### src/rtl/controller_interface_m.sv
// ---------------------------------------------------------------------------
// controller_interface_m
//
// Polls two NES-style serial game controllers (4021 parallel-in / serial-out
// shift registers) and exposes their button states as two read-only CPU
// registers: 0x7002 (controller 1) and 0x7003 (controller 2). The address
// decoder selects the register; this block only supplies the byte.
//
// A poll is a fixed sequence: a latch strobe of 2*CLK_DIV cycles, then eight
// serial bits of 2*CLK_DIV cycles each (low half, then high half of the shift
// clock), then a single commit cycle that copies both shift registers into
// the button registers at once. The CPU therefore never sees a partially
// shifted value.
//
// Parameters
//   CLK_DIV              system-clock cycles per half period of the shift
//                        clock (1 or greater)
//
// Ports
//   clk                  system clock, rising edge
//   rst                  asynchronous, active-high reset
//   start_i              single-cycle poll request, honoured only when idle
//   controller_data_1_i  serial data from controller 1, active low
//   controller_data_2_i  serial data from controller 2, active low
//   controller_latch_o   parallel-load strobe to both controllers
//   controller_clk_o     shift clock to both controllers
//   busy_o               high while a poll is in progress (through commit)
//   SELECT_controller_1  decoder select for 0x7002
//   SELECT_controller_2  decoder select for 0x7003
//   cpu_data_o           combinational read data to the CPU bus
// ---------------------------------------------------------------------------
module controller_interface_m #(
    parameter int CLK_DIV = 64
) (
    input  logic       clk,
    input  logic       rst,
    input  logic       start_i,
    input  logic       controller_data_1_i,
    input  logic       controller_data_2_i,
    output logic       controller_latch_o,
    output logic       controller_clk_o,
    output logic       busy_o,
    input  logic       SELECT_controller_1,
    input  logic       SELECT_controller_2,
    output logic [7:0] cpu_data_o
);

    // The divider spans one full bit period (low half plus high half).
    localparam int DIV_W = $clog2(2 * CLK_DIV);

    localparam logic [DIV_W-1:0] DIV_LAST   = DIV_W'(2 * CLK_DIV - 1);
    localparam logic [DIV_W-1:0] LOW_LAST   = DIV_W'(CLK_DIV - 1);
    localparam logic [DIV_W-1:0] HIGH_FIRST = DIV_W'(CLK_DIV);

    typedef enum logic [1:0] {
        IDLE,
        LATCH,
        SHIFT,
        COMMIT
    } state_t;

    state_t           state;
    state_t           state_next;
    logic [DIV_W-1:0] div_count;
    logic [DIV_W-1:0] div_next;
    logic [2:0]       bit_count;
    logic [2:0]       bit_next;
    logic [7:0]       shift_1;
    logic [7:0]       shift_1_next;
    logic [7:0]       shift_2;
    logic [7:0]       shift_2_next;
    logic [7:0]       buttons_1;
    logic [7:0]       buttons_1_next;
    logic [7:0]       buttons_2;
    logic [7:0]       buttons_2_next;
    logic             latch_next;
    logic             sclk_next;
    logic             busy_next;

    // Next-state and next-output logic. The divider runs 0..2*CLK_DIV-1 in
    // both LATCH and SHIFT. In SHIFT the lower half of that range is the low
    // phase of the shift clock and the upper half is the high phase. Data is
    // sampled on the last low-phase cycle, one cycle before the controllers
    // see their rising shift edge, so the bit being captured is the one the
    // controller presented after the previous rising edge (or after latch).
    //
    // The registered outputs are derived from the state and divider value
    // that will hold next cycle, which keeps latch/clk/busy exactly aligned
    // with the phase they describe without separate bookkeeping.
    always_comb begin
        state_next     = state;
        div_next       = div_count;
        bit_next       = bit_count;
        shift_1_next   = shift_1;
        shift_2_next   = shift_2;
        buttons_1_next = buttons_1;
        buttons_2_next = buttons_2;

        case (state)
            IDLE: begin
                if (start_i) begin
                    state_next = LATCH;
                    div_next   = '0;
                end
            end

            LATCH: begin
                if (div_count == DIV_LAST) begin
                    state_next = SHIFT;
                    div_next   = '0;
                    bit_next   = 3'd0;
                end else begin
                    div_next = div_count + 1'b1;
                end
            end

            SHIFT: begin
                if (div_count == LOW_LAST) begin
                    shift_1_next = {shift_1[6:0], ~controller_data_1_i};
                    shift_2_next = {shift_2[6:0], ~controller_data_2_i};
                end

                if (div_count == DIV_LAST) begin
                    div_next = '0;
                    if (bit_count == 3'd7) begin
                        state_next = COMMIT;
                    end else begin
                        bit_next = bit_count + 3'd1;
                    end
                end else begin
                    div_next = div_count + 1'b1;
                end
            end

            COMMIT: begin
                buttons_1_next = shift_1;
                buttons_2_next = shift_2;
                state_next     = IDLE;
            end

            default: begin
                state_next = IDLE;
            end
        endcase

        latch_next = (state_next == LATCH);
        sclk_next  = (state_next == SHIFT) && (div_next >= HIGH_FIRST);
        busy_next  = (state_next != IDLE);
    end

    // State, counters, data registers and the controller-facing outputs.
    // Reset aborts any poll in flight; the button registers are cleared
    // rather than left at their last committed value.
    always_ff @(posedge clk or posedge rst) begin
        if (rst) begin
            state              <= IDLE;
            div_count          <= '0;
            bit_count          <= 3'd0;
            shift_1            <= 8'h00;
            shift_2            <= 8'h00;
            buttons_1          <= 8'h00;
            buttons_2          <= 8'h00;
            controller_latch_o <= 1'b0;
            controller_clk_o   <= 1'b0;
            busy_o             <= 1'b0;
        end else begin
            state              <= state_next;
            div_count          <= div_next;
            bit_count          <= bit_next;
            shift_1            <= shift_1_next;
            shift_2            <= shift_2_next;
            buttons_1          <= buttons_1_next;
            buttons_2          <= buttons_2_next;
            controller_latch_o <= latch_next;
            controller_clk_o   <= sclk_next;
            busy_o             <= busy_next;
        end
    end

    // CPU read mux. The decoder never asserts both selects; if it ever did,
    // ORing the two registers is the harmless choice for a wired bus.
    always_comb begin
        cpu_data_o = 8'h00;
        case ({SELECT_controller_2, SELECT_controller_1})
            2'b01:   cpu_data_o = buttons_1;
            2'b10:   cpu_data_o = buttons_2;
            2'b11:   cpu_data_o = buttons_1 | buttons_2;
            default: cpu_data_o = 8'h00;
        endcase
    end

endmodule
### config.mk
export PLATFORM = sky130hd
export DESIGN_NAME = controller_interface_m
export DESIGN_NICKNAME = d
export VERILOG_FILES = /design/src/rtl/controller_interface_m.sv
export SDC_FILE = /design/constraint.sdc
export NUM_CORES = 1
export LEC_CHECK = 0
export ABC_AREA = 0
export BUFFER_PORTS_ARGS = -buffer_cell sky130_fd_sc_hd__buf_2
export CAP_MARGIN = 20
export CORE_ASPECT_RATIO = 1.4
export CORE_UTILIZATION = 45
export CTS_BUF_LIST = sky130_fd_sc_hd__clkbuf_2 sky130_fd_sc_hd__clkbuf_4 sky130_fd_sc_hd__clkbuf_8
export CTS_CLUSTER_DIAMETER = 100
export DETAILED_ROUTE_END_ITERATION = 10
export PLACE_DENSITY = 0.62
export SYNTH_ARGS = -nofsm -noshare
export SYNTH_HDL_FRONTEND = slang
export SYNTH_SLANG_ARGS = --single-unit
### constraint.sdc
create_clock -name clk -period 4.8 [get_ports clk]
set_input_delay 0 -clock clk [delete_from_list [all_inputs] [get_ports clk]]
set_output_delay 0 -clock clk [all_outputs]
set_load 0.05 [all_outputs]
==> summary.txt <==
Yosys
  – Post-Syn Area: 2162 um^2
  – Sequential fraction of the synthesis area: 0.5440
  – Post-synthesis mux area share: 0.1771
  – Simple-Gate Fraction of Synth Area: 0.07407
  – Largest family of logic cells by synthesized area: multiplexers
  – Synth Area in Compound Gates: 0.1291
  – Ys Warns: 0
  – Synth Area per Inst: 13.51 um^2
  – Post-synthesis xor/xnor area fraction: 0
  – Post-Synthesis Cells: 160
  – Post-synthesis adder-cell area fraction: 0.05208
  – Synth cell types: 35
  – Syn nets: 176
  – Flops & latches, synth: 47

Worst setup path
  – WP data arrival: 2.17 ns
  – Crit-path slowest cell: dfrtp_1
  – FF-to-FF Start: state[1]$_DFF_PP0_
  – CP max FO: 6
  – FF-to-FF path depth: 5
  – Crit path kind: register to register
  – Crit. End Element: register
  – CP Launch Type: register
  – Capture point of the worst path: controller_clk_o$_DFF_PP0_
  – RR Endpoint: controller_clk_o$_DFF_PP0_
  – CP startpoint: state[1]$_DFF_PP0_
  – R2r setup slk: 2.83 ns
  – Critical Path RT: 5.00 ns
  – CP max stage delay: 0.44 ns
  – Worst-path cell chain: inv_1 > ha_1 > or2b_1 > or4_4 > a211oi_2

STA
  – Final hold violations: 0
  – Unrepaired setup endpoints after global routing: false
  – WHS: 0.1668 ns
  – Fin crit share: 0.4097
  – Skew final: 0.006248 ns
  – Final setup vio count: 0
  – Fmax: 508.5 MHz
  – Final period demand of the worst path: 1.967 ns
  – Max-slew violation count: 0
  – Total Neg Setup Slack: 0 ns
  – Worst Max-Slew Pin Slew: 0.7664 ns
  – Worst rel slew slack: 0.4891

Min path
  – HP Class: input port to register

Clocking
  – Post-CTS setup repair buffer count: 0
  – Cts bufs inserted: 5
  – CTS tree: done
  – Post-cts resize count: 0
  – Clock sink count: 47
  – Clk Latency, worst-skew pair: 0.29 ns
  – H-tree Lvls: 2
  – Maximum clock path buffer count: 2
  – CTS hold repair buffers: 3
  – Root Driver: clkbuf_8
  – Clock-pin slew on the worst setup and hold paths: 0.08 ns

Routing
  – Drt wl/cell: 15.75 um
  – Number of vias in the routed layout: 1,375
  – Routed Antenna Nets: 0
  – Vias/cell: 5.612
  – First DRT Iteration DRCs: 66
  – DRT Wirelength: 3.859 mm
  – DRC: 0
  – Drt pass-1 iters: 4

Run status
  – Outcome: finished, final reports clean

Die
  – Die area: 5090 um^2
  – Top Ports: 18
  – Die width: 60.58 um
  – Core Footprint: 4572 um^2
  – FP Rows: 29
  – Initial Util: 0.4729
  – Chip height: 84.02 um

Finish
  – Area grow syn2layout: 14.06%
  – ANT cells: 0
  – Layout cells sized above 1: 0.3552
  – Filler cells: 411
  – Commonest non-fill, non-tap cell in the layout: dfrtp_1
  – Layout Nets: 198
  – Most frequent cells in the layout: 47 x dfrtp_1, 26 x mux2_2, 17 x buf_2

Placed design
  – IO Port Bufs: 17
  – Post-DP HPWL: 2.733 mm
  – Final GP Congestion: 0.8225

Pwr
  – Pwr Total: 0.0007490 W
  – PD cells: 303.7 nW/um^2
  – Maximum VDD drop: 0.1506 mV
  – Leakage power: 1.240 nW

Global routing
  – Largest net degree at the start of global routing: 48
  – Global route overflow: 0
  – Initial antenna violation count: 0
  – Vias in the first global route: 1,377
  – First-pass GRT wire length: 6.375 mm
  – Total global routing track utilization: 0.1685

Run
  – MaxCap Viol Count: 0
-- worst min path at each step --
stage	from	endpoint	slack, ns	depth (start not counted)
finish	start_i	state[1]$_DFF_PP0_	0.17	4
global route	start_i	state[1]$_DFF_PP0_	0.21	4
CTS	start_i	state[1]$_DFF_PP0_	0.14	4
detailed placement	rst	shift_1[1]$_DFFE_PP0P_	0.18	3
global placement	rst	shift_1[0]$_DFFE_PP0P_	0.16	3
floorplan	controller_data_1_i	shift_1[0]$_DFFE_PP0P_	0.11	1
-- per-layer routing --
layer / GRT usage / vias up / routed length (um)
met2: 0.3017 / 38 / 2115
li1: - / 628 / -
met5: 0 / - / 0
met3: 0.04651 / 5 / 136
met4: 0.05165 / 0 / 43
met1: 0.1848 / 704 / 1564
-- cell type report --
type / count / area [um^2] / share of cell area
Inverter: 5 / 18.77 / 0.007610
Clock buffer: 6 / 76.32 / 0.03095
Tap cell: 62 / 77.57 / 0.03146
Timing Repair Buffer: 21 / 122.6 / 0.04972
Multi-Input combinational cell: 102 / 934.6 / 0.3790
Sequential cell: 47 / 1176 / 0.4769
Clock inverter: 2 / 60.06 / 0.02435
-- Yosys cell counts --
cell type / number / area [um^2]
and2_1: 1 / 6.260
a31o_2: 1 / 8.760
nor3_1: 1 / 5.000
buf_6: 1 / 11.26
a21o_1: 2 / 15.01
nand3_1: 3 / 15.01
nand2b_1: 2 / 12.51
and4_4: 1 / 11.26
nand3b_1: 1 / 7.510
o31ai_1: 1 / 7.510
o21a_1: 1 / 7.510
a22o_1: 15 / 131.4
o211ai_1: 2 / 15.01
a211oi_2: 1 / 12.51
clkbuf_1: 3 / 11.26
o21ai_0: 11 / 55.05
clkbuf_2: 1 / 5.000
inv_1: 5 / 18.77
nand4b_4: 1 / 23.77
dfrtp_1: 47 / 1176
nand3_2: 1 / 10.01
a2bb2oi_1: 1 / 8.760
and2_2: 1 / 7.510
or2b_1: 1 / 7.510
mux2_2: 26 / 292.8
nand2_1: 5 / 18.77
nor2b_1: 1 / 6.260
or4_4: 1 / 11.26
or3_1: 1 / 6.260
buf_2: 1 / 5.000
o311ai_1: 1 / 8.760
nor2_1: 3 / 11.26
mux2_4: 6 / 90.09
ha_1: 9 / 112.6
o41ai_1: 1 / 8.760
-- kinds of logic after synthesis --
family | after synthesis
adder cells (fa/ha/maj) | 9
flip-flops | 47
buffers and inverters | 11
multiplexers | 32
AO/OA/AOI/OAI | 37
AND/OR/NAND/NOR | 24
-- worst max-delay path, delay by kind of cell, from the launching register on --
kind	cells	cell delay (ns)
and+or+nand+nor	2	0.74
adders and majority gates	1	0.36
buffers and inverters	1	0.10
AOI/OAI and AO/OA	1	0.24
DFF	1	0.44
-- through the flow --
stage,worst slack [ns],std cells,area (um^2),utilization
2_1_floorplan,3.007,160,2162,-
4_1_cts,2.822,245,2466,0.5394
5_1_grt,2.752,245,2466,0.5394
3_5_place_dp,2.849,234,2300,0.5030
3_3_place_gp,2.937,234,2300,0.5030
6_report,2.833,245,2466,0.5394
-- power breakdown --
part / internal [W] / switching [W] / total [W]
clock network: 0.000214 / 0.000125 / 0.000339
registers: 0.000395 / 0 / 0.000395
logic: 0.00000407 / 0.0000104 / 0.0000145
total: 0.000613 / 0.000136 / 0.000749
(Power assumes the default switching activity.)
